$ cat config.mk
export PLATFORM = sky130hd
export DESIGN_NAME = pzvbus_credit_buffer
export DESIGN_NICKNAME = d
export VERILOG_FILES = /design/src/rtl/pzvbus_credit_buffer_pkg.sv /design/src/rtl/pzvbus_credit_buffer_storage.sv /design/src/rtl/pzvbus_credit_buffer.sv
export SDC_FILE = /design/constraint.sdc
export NUM_CORES = 1
export LEC_CHECK = 0
export ABC_CLOCK_PERIOD_IN_PS = 3900
export BUFFER_PORTS_ARGS = -buffer_cell sky130_fd_sc_hd__buf_4
export CELL_PAD_IN_SITES_DETAIL_PLACEMENT = 0
export CELL_PAD_IN_SITES_GLOBAL_PLACEMENT = 1
export CORE_ASPECT_RATIO = 1.5
export CORE_UTILIZATION = 40
export CTS_BUF_LIST = sky130_fd_sc_hd__clkbuf_2
export DETAILED_ROUTE_END_ITERATION = 7
export GPL_ROUTABILITY_DRIVEN = 0
export PLACE_DENSITY = 0.66
export SYNTH_ARGS = -nofsm -noshare
export SYNTH_HDL_FRONTEND = slang
export SYNTH_HIERARCHICAL = 1
export SYNTH_SLANG_ARGS = --single-unit
$ cat constraint.sdc
create_clock -name i_clk -period 3.9 [get_ports i_clk]
set_input_delay 0.585 -clock i_clk [delete_from_list [all_inputs] [get_ports i_clk]]
set_output_delay 0.585 -clock i_clk [all_outputs]
set_load 0.005 [all_outputs]
$ cat src/rtl/pzvbus_credit_buffer_pkg.sv
// Shared sizing helpers for the pzvbus credit buffer and its storage array.
package pzvbus_credit_buffer_pkg;

  function automatic int calc_count_width(input int depth);
    return $clog2(depth + 1);
  endfunction

  // A depth of 2 or less still needs one pointer bit.
  function automatic int calc_pointer_width(input int depth);
    return ($clog2(depth) < 1) ? 1 : $clog2(depth);
  endfunction

endpackage

$ cat src/rtl/pzvbus_credit_buffer_storage.sv
// DEPTH x WIDTH register array with one write port and a read-address mux.
module pzvbus_credit_buffer_storage
  import pzvbus_credit_buffer_pkg::*;
#(
  parameter int WIDTH = 32,
  parameter int DEPTH = 4,
  parameter int PTR_W = calc_pointer_width(DEPTH)
) (
  input  logic             i_clk,
  input  logic             i_we,
  input  logic [PTR_W-1:0] i_waddr,
  input  logic [WIDTH-1:0] i_wdata,
  input  logic [PTR_W-1:0] i_raddr,
  output logic [WIDTH-1:0] o_rdata
);

  logic [WIDTH-1:0] mem_q [DEPTH];
  logic [WIDTH-1:0] mem_d [DEPTH];

  always_comb begin
    for (int i = 0; i < DEPTH; i++) begin
      mem_d[i] = mem_q[i];
      if (i_we && (i_waddr == PTR_W'(i))) mem_d[i] = i_wdata;
    end
  end

  // Payload storage has no reset; occupancy in the top decides what is valid.
  always_ff @(posedge i_clk) begin
    mem_q <= mem_d;
  end

  always_comb begin
    o_rdata = '0;
    for (int i = 0; i < DEPTH; i++) begin
      if (i_raddr == PTR_W'(i)) o_rdata = mem_q[i];
    end
  end

endmodule

$ cat src/rtl/pzvbus_credit_buffer.sv
// Credit-flow-controlled receive FIFO for a valid-only pzvbus link.
// Optional sticky overflow detection: PZVBUS_CREDIT_BUFFER_OVERFLOW_CHECK_EN.
module pzvbus_credit_buffer
  import pzvbus_credit_buffer_pkg::*;
#(
  parameter int WIDTH          = 32,
  parameter int DEPTH          = 4,
  parameter int CREDIT_LATENCY = 1
) (
  input  logic                       i_clk,
  input  logic                       i_rst_n,
  input  logic                       i_valid,
  input  logic [WIDTH-1:0]           i_payload,
  output logic                       o_credit_return,
  output logic                       o_valid,
  input  logic                       i_ready,
  output logic [WIDTH-1:0]           o_payload,
  output logic                       o_empty,
  output logic                       o_full,
  output logic [$clog2(DEPTH+1)-1:0] o_count,
  output logic                       o_overflow
);

  localparam int PTR_W = calc_pointer_width(DEPTH);
  localparam int CNT_W = calc_count_width(DEPTH);
  localparam logic [PTR_W-1:0] PTR_LAST = PTR_W'(DEPTH - 1);
  localparam logic [CNT_W-1:0] CNT_FULL = CNT_W'(DEPTH);

  logic [PTR_W-1:0] wr_ptr_q, wr_ptr_d;
  logic [PTR_W-1:0] rd_ptr_q, rd_ptr_d;
  logic [CNT_W-1:0] count_q, count_d;
  logic             empty, full, pop, push;

  // A push while full is only taken when the same edge frees the head entry.
  always_comb begin
    empty    = (count_q == '0);
    full     = (count_q == CNT_FULL);
    pop      = !empty && i_ready;
    push     = i_valid && (!full || pop);
    wr_ptr_d = wr_ptr_q;
    rd_ptr_d = rd_ptr_q;
    count_d  = count_q;
    if (push) wr_ptr_d = (wr_ptr_q == PTR_LAST) ? '0 : wr_ptr_q + 1'b1;
    if (pop)  rd_ptr_d = (rd_ptr_q == PTR_LAST) ? '0 : rd_ptr_q + 1'b1;
    case ({push, pop})
      2'b10:   count_d = count_q + 1'b1;
      2'b01:   count_d = count_q - 1'b1;
      default: count_d = count_q;
    endcase
  end

  always_ff @(posedge i_clk or negedge i_rst_n) begin
    if (!i_rst_n) begin
      wr_ptr_q <= '0;
      rd_ptr_q <= '0;
      count_q  <= '0;
    end else begin
      wr_ptr_q <= wr_ptr_d;
      rd_ptr_q <= rd_ptr_d;
      count_q  <= count_d;
    end
  end

  pzvbus_credit_buffer_storage #(
    .WIDTH (WIDTH),
    .DEPTH (DEPTH),
    .PTR_W (PTR_W)
  ) u_storage (
    .i_clk   (i_clk),
    .i_we    (push),
    .i_waddr (wr_ptr_q),
    .i_wdata (i_payload),
    .i_raddr (rd_ptr_q),
    .o_rdata (o_payload)
  );

  assign o_valid = !empty;
  assign o_empty = empty;
  assign o_full  = full;
  assign o_count = count_q;

  // One shift stage per cycle of latency keeps every pop as its own pulse.
  if (CREDIT_LATENCY == 0) begin : g_credit_comb
    assign o_credit_return = pop;
  end else begin : g_credit_pipe
    logic [CREDIT_LATENCY-1:0] credit_q, credit_d;

    always_comb begin
      credit_d[0] = pop;
      for (int i = 1; i < CREDIT_LATENCY; i++) credit_d[i] = credit_q[i-1];
    end

    always_ff @(posedge i_clk or negedge i_rst_n) begin
      if (!i_rst_n) credit_q <= '0;
      else          credit_q <= credit_d;
    end

    assign o_credit_return = credit_q[CREDIT_LATENCY-1];
  end

`ifdef PZVBUS_CREDIT_BUFFER_OVERFLOW_CHECK_EN
  logic overflow_q, overflow_d;

  always_comb begin
    overflow_d = overflow_q || (i_valid && full && !pop);
  end

  always_ff @(posedge i_clk or negedge i_rst_n) begin
    if (!i_rst_n) overflow_q <= 1'b0;
    else          overflow_q <= overflow_d;
  end

  assign o_overflow = overflow_q;
`else
  assign o_overflow = 1'b0;
`endif

endmodule

# Word-level counts from Yosys, hierarchy flattened
# Cells that the tools add are included.
[word_totals] input_bits=36 reg_bits=136 output_inout_bits=40 word_cells=41
[classes] mux=7 n_eq_ne=9 n_addsub=4 n_reduce_logical=13
[ops] operator="$mux 32" count=4
[ops] operator="$eq 2x2->1 const B" count=5
[ops] operator="$eq 2x1->1 const B" count=3
[ops] operator="$logic_and 1x1->1" count=6
[ops] operator="$pmux 3 s2" count=1
[ops] operator="$add 2x1->2 const B" count=2
[ops] operator="$logic_not 2->1" count=2
[ops] operator="$mux 2" count=2
[ops] operator="$add 3x1->3 const B" count=1
[ops] operator="$eq 3x3->1 const B" count=1
[ops] operator="$logic_not 3->1" count=1
[ops] operator="$sub 3x1->3 const B" count=1
[ops] operator="$logic_not 1->1" count=2
[ops] operator="$reduce_bool 2->1" count=1
[ops] operator="$logic_or 1x1->1" count=1

# Logic depth before layout (Yosys ltp)
# Gate-level depths: netlist (run 1).
[depth] depth_word=7 ltp_mapped=8 mapped_depth_nobuf=7

# Hierarchy
# The synthesis (run 1) kept the hierarchy.
[by_module_without_submodules] mod="pzvbus_credit_buffer_storage" cells_each=171 seq_area_each_um2=3843.7 instances=1 area_each_um2=4689.5
[by_module_without_submodules] mod="pzvbus_credit_buffer" cells_each=56 seq_area_each_um2=200.2 instances=1 area_each_um2=585.6

# Least setup slack after synthesis (run 1)
# Ideal clock, no wire load.
[synth_path] path_kind="input to register" startpoint="input i_ready" endpoint="register u_storage/mem_q[100] in the netlist's numbering (enable)" setup_slack_ps=-31 path_buffers=1 setup_ps=468 required_time_ps=3432 cell_stages=5 arrival_time_ps=3464 cell_sequence="buf_4 > inv_2 > a31o_4 > inv_1 > nor3b_1"
[synth_between] elab_chain_len=4
[synth_lines] element="start, declared" line="pzvbus_credit_buffer.sv:16" text="input logic i_ready,"
[synth_lines] element="$logic_and 1x1->1" line="pzvbus_credit_buffer.sv:38" text="pop = !empty && i_ready;"
[synth_lines] element="$logic_or 1x1->1" line="pzvbus_credit_buffer.sv:39" text="push = i_valid && (!full || pop);"
[synth_lines] element="$logic_and 1x1->1" line="pzvbus_credit_buffer.sv:39"
[synth_lines] element="named net push" line="pzvbus_credit_buffer.sv:32" text="logic empty, full, pop, push;"
[synth_lines] element="$logic_and 1x1->1" line="pzvbus_credit_buffer_storage.sv:23" text="if (i_we && (i_waddr == PTR_W'(i))) mem_d[i] = i_wdata;"
[synth_lines] element="end signal, assigned" line="pzvbus_credit_buffer_storage.sv:29" text="mem_q <= mem_d;"
[synth_lines] element="end, declared" line="pzvbus_credit_buffer_storage.sv:17" text="logic [WIDTH-1:0] mem_q [DEPTH];"
# The timed path passes the listed nets, and every way through them passes these cells.
# A chain may end at the register's enable or synchronous reset.

# Worst setup path in the final report (run 1)
[layout_path] startpoint="register rd_ptr_q[0]" endpoint="output o_payload[21]"
[layout_between] elab_chain_len=5 elab_cells_between_ends=8 classes_between="eq/ne (3); mux (4); reduce/logical (1)"
[layout_lines] element="start, declared" line="pzvbus_credit_buffer.sv:30" text="logic [PTR_W-1:0] rd_ptr_q, rd_ptr_d;"
[layout_lines] element="start signal, assigned" line="pzvbus_credit_buffer.sv:59" text="rd_ptr_q <= rd_ptr_d;"
[layout_lines] element="$logic_not 2->1" line="pzvbus_credit_buffer_storage.sv:35" text="if (i_raddr == PTR_W'(i)) o_rdata = mem_q[i];"
[layout_lines] element="$mux 32 (3 in series)" line="pzvbus_credit_buffer_storage.sv:35"
[layout_lines] element="$mux 32 (*)" line="pzvbus_credit_buffer_storage.sv:35"
[layout_lines] element="end, declared" line="pzvbus_credit_buffer.sv:17" text="output logic [WIDTH-1:0] o_payload,"
# Every way passes the cells marked *; elsewhere a longest branch is shown, timed or not.

==> results of run 1 <==
==> synth_stat cells, drive strengths merged, types with 2 or more instances <==
| cell | instances | share of area |
|---|---|---|
| a31oi | 2 | 0.0024 |
| or2 | 2 | 0.0024 |
| a21oi | 2 | 0.0019 |
| and3b | 2 | 0.0033 |
| buf | 12 | 0.026 |
| nor2 | 4 | 0.0043 |
| o21bai | 2 | 0.0028 |
| inv | 7 | 0.0050 |
| dfrtp | 8 | 0.038 |
| mux2 | 3 | 0.0078 |
| mux4 | 32 | 0.14 |
| edfxtp | 128 | 0.73 |
| o211ai | 2 | 0.0028 |
| ha | 2 | 0.0047 |
==> per-stage QoR <==
step	std cells	util
after floorplan	227	-
after global placement	451	0.458
after detailed placement	451	0.458
after CTS	483	0.479
after global routing	484	0.479
final	484	0.479
==> what timing repair did <==
action | 4_1_cts | 5_1_grt
endpoints found under the hold margin | 8 | 0
hold buffers | 1 | 0
resized for setup | 0 | 0
==> logic make-up after synthesis <==
logic type,Yosys count,synth area share
buffers and inverters,19,0.0306
AO/OA/AOI/OAI,14,0.0237
AND/OR/NAND/NOR,19,0.0240
multiplexers,35,0.146
flip-flops,136,0.767
other,1,0.000711
adder cells (fa/ha/maj),3,0.00854
==> final timing paths <==
path,startpoint,end
max in group asynchronous,i_rst_n,rd_ptr_q[0]$_DFFE_PN0N_
hold reg to reg,wr_ptr_q[1]$_DFFE_PN0P_,wr_ptr_q[1]$_DFFE_PN0P_
min in group asynchronous,i_rst_n,wr_ptr_q[1]$_DFFE_PN0P_
setup reg to reg,o_count[1]$_DFFE_PN0P_,u_storage/mem_q[90]$_DFFE_PP_
hold / removal,i_payload[24],u_storage/mem_q[120]$_DFFE_PP_
setup / recovery,rd_ptr_q[0]$_DFFE_PN0N_,o_payload[21]
==> critical path, delay by kind of cell (launching register included) <==
family                 cells  cell delay (ns)
multiplexers               1             0.54
buffers and inverters      2             0.48
flip-flops                 1             0.85
==> layer usage <==
layer / global-route usage / vias to the layer above
met5: 0 / -
met4: 0.0534 / 0
li1: - / 1111
met1: 0.147 / 1250
met3: 0.0527 / 6
met2: 0.254 / 69
==> registers in the layout, summed over array words and instances, names as in the netlist <==
| name | cells |
|---|---|
| o_credit_return | 1 |
| wr_ptr_q | 2 |
| o_count | 3 |
| rd_ptr_q | 2 |
| u_storage/mem_q | 128 |
==> area by class of cell <==
class,count,area (um2),share of cell area
flip-flops and latches,136,4050,0.652
multi-input cells,72,1080,0.175
repair buffers,78,588,0.0948
well taps,159,199,0.0321
clock inverters,11,155,0.0250
clock buffers,20,100,0.0161
inverters,7,26.3,0.00424
diodes,1,2.50,0.000403
==> power groups by stage <==
stage | clock, mW | sequential (mW) | combinational (mW)
final | 0.870 | 2.17 | 1.26
after global routing | 0.957 | 2.21 | 1.36
after CTS | 0.905 | 2.18 | 1.29
after detailed placement | 0 | 2.21 | 1.29
after global placement | 0 | 2.20 | 1.28
after floorplan | 0 | 2.02 | 0.931
==> placed cells by master, fill, tap and decap left out, types with 2 or more instances in the layout <==
master       n
a21oi_1      2
bufinv_16    4
nor2_1       3
and3b_2      2
a31oi_1      2
mux4_2      30
o21bai_1     2
clkinv_1     2
inv_1        6
ha_1         2
dfrtp_1      6
clkinv_2     4
clkbuf_2    20
o211ai_1     2
mux4_1       2
edfxtp_1   128
mux2_4       2
dfrtp_2      2
buf_4       77
==> flow_summary.yaml, run 1 <==
logic_synthesis:
  ys.flop_type: "edfxtp_1"
  syn_inst: 227
  yosysUniqueCellTypes: 41
  synth_edf_count: 128
  syn-cell-area_um2: 5280
  yosysSeqAreaShare: 0.767
  syn_nets: 266
  synthArstFlopShare: 0.0588
  yosys_register_bits: 136
  syn_avg_cell_area_um2: 23.2
  yosysWarnings: 6
clock_tree:
  cts_root_buffer: "clkbuf_2"
  path_clk_slew_ns: 0.18
  cts_tree: "built"
  cts_setup_buffers: 0
  clk_latency_ns: 0.61
  clockBufferDepth: 2
  htreeDepth: 4
  cts.sinks: 136
  cts-buffers-inserted: 17
sta:
  max_slew_margin: 0.406
  tns_ns: 0
  whs_ns: 0.146
  setup_slack_ns: 0.808
  slew_viol_final: 0
  tightest_slew_ns: 0.891
  setup_violations: 0
  rsz0062_at_grt: "no"
  period_share: 0.793
  fin_crit_ns: 3.09
  fmax_ghz: 0.323
  hold_viol: 0
  skew_ns: 0.0198
setup_path:
  setup.worst_path.class: "reg -> out"
  path_max_fanout: 22
  cp_cell_sequence: "buf_4 -> mux4_2 -> buf_4"
  reg2reg_setup_slack_ns: 1.63
  ff2ff_path_depth: 4
  critical_path_required_ns: 3.31
  critPathCaptureType: "output pin"
  cp.arrival_ns: 2.51
  worst_path_max_delay_cell: "dfrtp_2"
  crit_top_cell: "buf_4"
  cp-start-kind: "register"
  max_stage_delay_ns: 0.85
layout:
  fillers: 1115
  finalNetCount: 351
  design_area_um2: 6200
  area_growth_pct: 17.6
  drive_gt1_frac: 0.469
grt:
  grt_max_degree: 35
  track_usage: 0.142
  grt_pass1_wl_um: 13500
  antenna_found_initial: 1
  first_global_vias: 2596
  grt_overflow: 0
place:
  dp_hpwl_um: 5430
  placedInstanceArea_um2: 5930
  placement.io_buffers: 74
  place_ws_ns: 1.42
job:
  max_cap_violations: 0
pwr:
  p_leak_nw: 2.19
  p_switching_mw: 1.20
  pwr-share-comb: 0.293
  total_power_mw: 4.29
  ir_drop_mv: 0.254
  power_frac_seq: 0.505
  switching_share: 0.279
  clockPowerShare: 0.203
  p_int_mw: 3.10
  powerDensity_nw_per_um2: 692
routing:
  met1_length_um: 3310
  drt_wl_total_um: 8900
  met3_length_um: 472
  ant_nets: 0
  wl_met2_um: 5000
  drtPass1Iterations: 4
  wire_per_inst_um: 18.4
  top_layer_used: "met4"
  drt_iter0_drc: 98
  drcViolationCount: 0
  vias: 2436
  vias_per_cell: 5.03
worst_hold_path:
  holdPathStages: 1
  hp-class: "in -> reg"
floorplanning:
  die_x_um: 95.8
  initial_utilization: 0.407
  die_h_um: 143
  die_area_um2: 13700
  ios: 76
  rows: 51
  core-area_um2: 13000
run_status:
  status: "finished clean"
(Power assumes the default switching activity.)
==> run 2: changes to the inputs <==
--- a/config.mk
+++ b/config.mk
@@ -5,7 +5,8 @@
 export SDC_FILE = /design/constraint.sdc
 export NUM_CORES = 1
 export LEC_CHECK = 0
-export ABC_CLOCK_PERIOD_IN_PS = 3900
+export ABC_AREA = 1
+export ABC_CLOCK_PERIOD_IN_PS = 3190
 export BUFFER_PORTS_ARGS = -buffer_cell sky130_fd_sc_hd__buf_4
 export CELL_PAD_IN_SITES_DETAIL_PLACEMENT = 0
 export CELL_PAD_IN_SITES_GLOBAL_PLACEMENT = 1
==> constraint.sdc (replaced) <==
create_clock -name i_clk -period 3.19 [get_ports i_clk]
set_input_delay 0.4785 -clock i_clk [delete_from_list [all_inputs] [get_ports i_clk]]
set_output_delay 0.4785 -clock i_clk [all_outputs]
set_load 0.005 [all_outputs]
==> flow_summary.yaml, run 2 <==
run_status:
  status: "finished clean"
layout:
  finalNetCount: 531
  top_register: "u_storage/mem_q"
  final_common_cell: "edfxtp_1"
  largest_reg_flops: 128
  stdcell_count: 665
  layout_common_cells: "128 x edfxtp_1, 98 x nand3_1, 88 x buf_4, 46 x nand2_1, 34 x nand4_1"
  drive_gt1_frac: 0.273
  area_growth_pct: 24.6
worst_hold_path:
  min_from: "i_valid"
  holdPathEnd: "wr_ptr_q[1]$_DFFE_PN0P_"
  holdPathStages: 4
  hp-class: "in -> reg"
setup_path:
  reg2reg_setup_slack_ns: 1.19
  rr_endpoint: "u_storage/mem_q[105]$_DFFE_PP_"
  path_max_fanout: 23
  critPathCaptureType: "output pin"
  ff2ff_path_depth: 9
  critical_path_required_ns: 2.71
  crit_start: "rd_ptr_q[0]$_DFFE_PN0N_"
  cp.arrival_ns: 2.34
  reg2reg_from: "o_count[2]$_DFFE_PN0P_"
  setup.worst_path.class: "reg -> out"
  cp-start-kind: "register"
floorplanning:
  ios: 76
  initial_utilization: 0.411
  die_h_um: 143
  rows: 51
  core-area_um2: 13000
  die_area_um2: 13800
  die_x_um: 96.2
grt:
  grt_util_met2: 0.318
  use_met3: 0.0517
  grt_overflow: 0
  top_usage_layer: "met2"
  antenna_found_initial: 1
  grt_util_met1: 0.196
  grt_max_degree: 65
  grt_pass1_wl_um: 17600
  track_usage: 0.179
  first_global_vias: 3459
logic_synthesis:
  synth_top_area_cell: "edfxtp_1"
  synth_top_area_frac: 0.722
  synth_common_cells: "128 x edfxtp_1, 98 x nand3_1, 46 x nand2_1"
  yosysSeqAreaShare: 0.760
  syn_avg_cell_area_um2: 14.2
  synthArstFlopShare: 0.0588
  yosysWarnings: 6
  syn-cell-area_um2: 5320
  syn_nets: 415
  synthMostInstantiatedCell: "edfxtp_1"
  yosys_register_bits: 136
  yosysUniqueCellTypes: 23
  synth_edf_count: 128
  ys.flop_type: "edfxtp_1"
  syn_inst: 376
  netlist_top_cells_area: "edfxtp_1 72%, nand3_1 9.2%, nand4_1 4.0%"
sta:
  tightest_slew_ns: 0.687
  period_share: 0.885
  setup_slack_ns: 0.368
  rsz0062_at_grt: "no"
  max_slew_margin: 0.542
  fin_crit_ns: 2.82
  skew_ns: 0.0282
  hold_viol: 0
  fmax_ghz: 0.354
  setup_violations: 0
  slew_viol_final: 0
place:
  placement.io_buffers: 74
  dp_hpwl_um: 6840
  dp.cells: 599
  place_ws_ns: 0.918
clock_tree:
  cts.sinks: 136
  cts_tree: "built"
  htreeDepth: 4
  cts_setup_buffers: 0
  cts-buffers-inserted: 17
  cts_root_buffer: "clkbuf_2"
  clockBufferDepth: 2
  path_clk_slew_ns: 0.19
  clk_latency_ns: 0.65
pwr:
  p_leak_nw: 2.46
  powerDensity_nw_per_um2: 852
  total_power_mw: 5.65
  ir_drop_mv: 0.368
routing:
  ant_nets: 0
  drtPass1Iterations: 4
  vias: 3414
  drt_iter0_drc: 197
  vias_per_cell: 5.13
  drt_wl_total_um: 11300
  drcViolationCount: 0
  wire_per_inst_um: 17.0
job:
  max_cap_violations: 0
[run 2: changes by cell type after synthesis, moves of 3 or more]
cell / before / now
inv_1: 6 / 14
mux4_2: 30 / 0
buf_6: 4 / 0
nor3_1: 1 / 4
buf_2: 3 / 9
nand3_1: 1 / 98
nand2_1: 1 / 46
nand4_1: 0 / 34
buf_12: 3 / 0
buf_4: 2 / 15
nand2_2: 0 / 3
[run 2: area by class of cell]
class                      count  area, um2
timing repair buffer         121        991
multi-input combinational    200       1090
clock buffer                  19       95.1
antenna                        1       2.50
inverter                      16       63.8
clock inverter                13        146
tap                          159        199
fill                        1135       6320
sequential                   136       4050
[run 2: repair_timing]
item                                    CTS  global route
hold buffers                             33             0
resized for setup                         0             2
endpoints found under the setup margin    0             1
endpoints found under the hold margin   136             0
[run 2: kinds of logic after synthesis]
family / share of synthesized area
adder cells (fa/ha/maj): 0.00846
other: 0.000705
flip-flops: 0.760
AND/OR/NAND/NOR: 0.185
buffers and inverters: 0.0409
XOR/XNOR: 0.00165
AO/OA/AOI/OAI: 0.00329
[run 2: worst max-delay path, cell delays in order, from the launching register on]
cell and delay [ns]:
dfrtp_4 0.63, clkinvlp_4 0.36, buf_4 0.32, nand3_1 0.10, nand4_1 0.13, buf_4 0.16
[run 2: how the worst max path moves through the flow]
stage | to | slack, ns | depth (start not counted)
global placement | o_payload[13] | 0.99 | 5
detailed placement | o_payload[21] | 0.92 | 5
floorplan | u_storage/mem_q[0]$_DFFE_PP_ | -0.38 | 8
CTS | o_payload[21] | 0.14 | 5
global route | o_payload[13] | 0.11 | 5
finish | o_payload[13] | 0.37 | 5
[run 2: through the flow]
| stage | TNS, ns | cell area, um2 | util | hold slack, ns |
|---|---|---|---|---|
| 3_5_place_dp | 0 | 6050 | 0.467 | 0.314 |
| 5_1_grt | 0 | 6630 | 0.512 | 0.0488 |
| 4_1_cts | 0 | 6620 | 0.511 | 0.0575 |
| 3_3_place_gp | 0 | 6050 | 0.467 | 0.314 |
| 6_report | 0 | 6630 | 0.512 | 0.146 |
| 2_1_floorplan | -48.28 | 5320 | - | 0.183 |
[run 2: power by group]
| part | total (mW) | internal, mW | switching [mW] | leakage, nW |
|---|---|---|---|---|
| Sequential | 2.52 | 2.35 | 0.172 | 1.27 |
| Combinational | 2.13 | 0.873 | 1.26 | 1.04 |
| Clock | 1.00 | 0.376 | 0.626 | 0.151 |
[run 2: metal layers]
layer / routed length, um / up-vias
met2: 6280 / 74
met5: 0 / -
met4: 232 / 0
li1: - / 1639
met1: 4450 / 1685
met3: 368 / 16
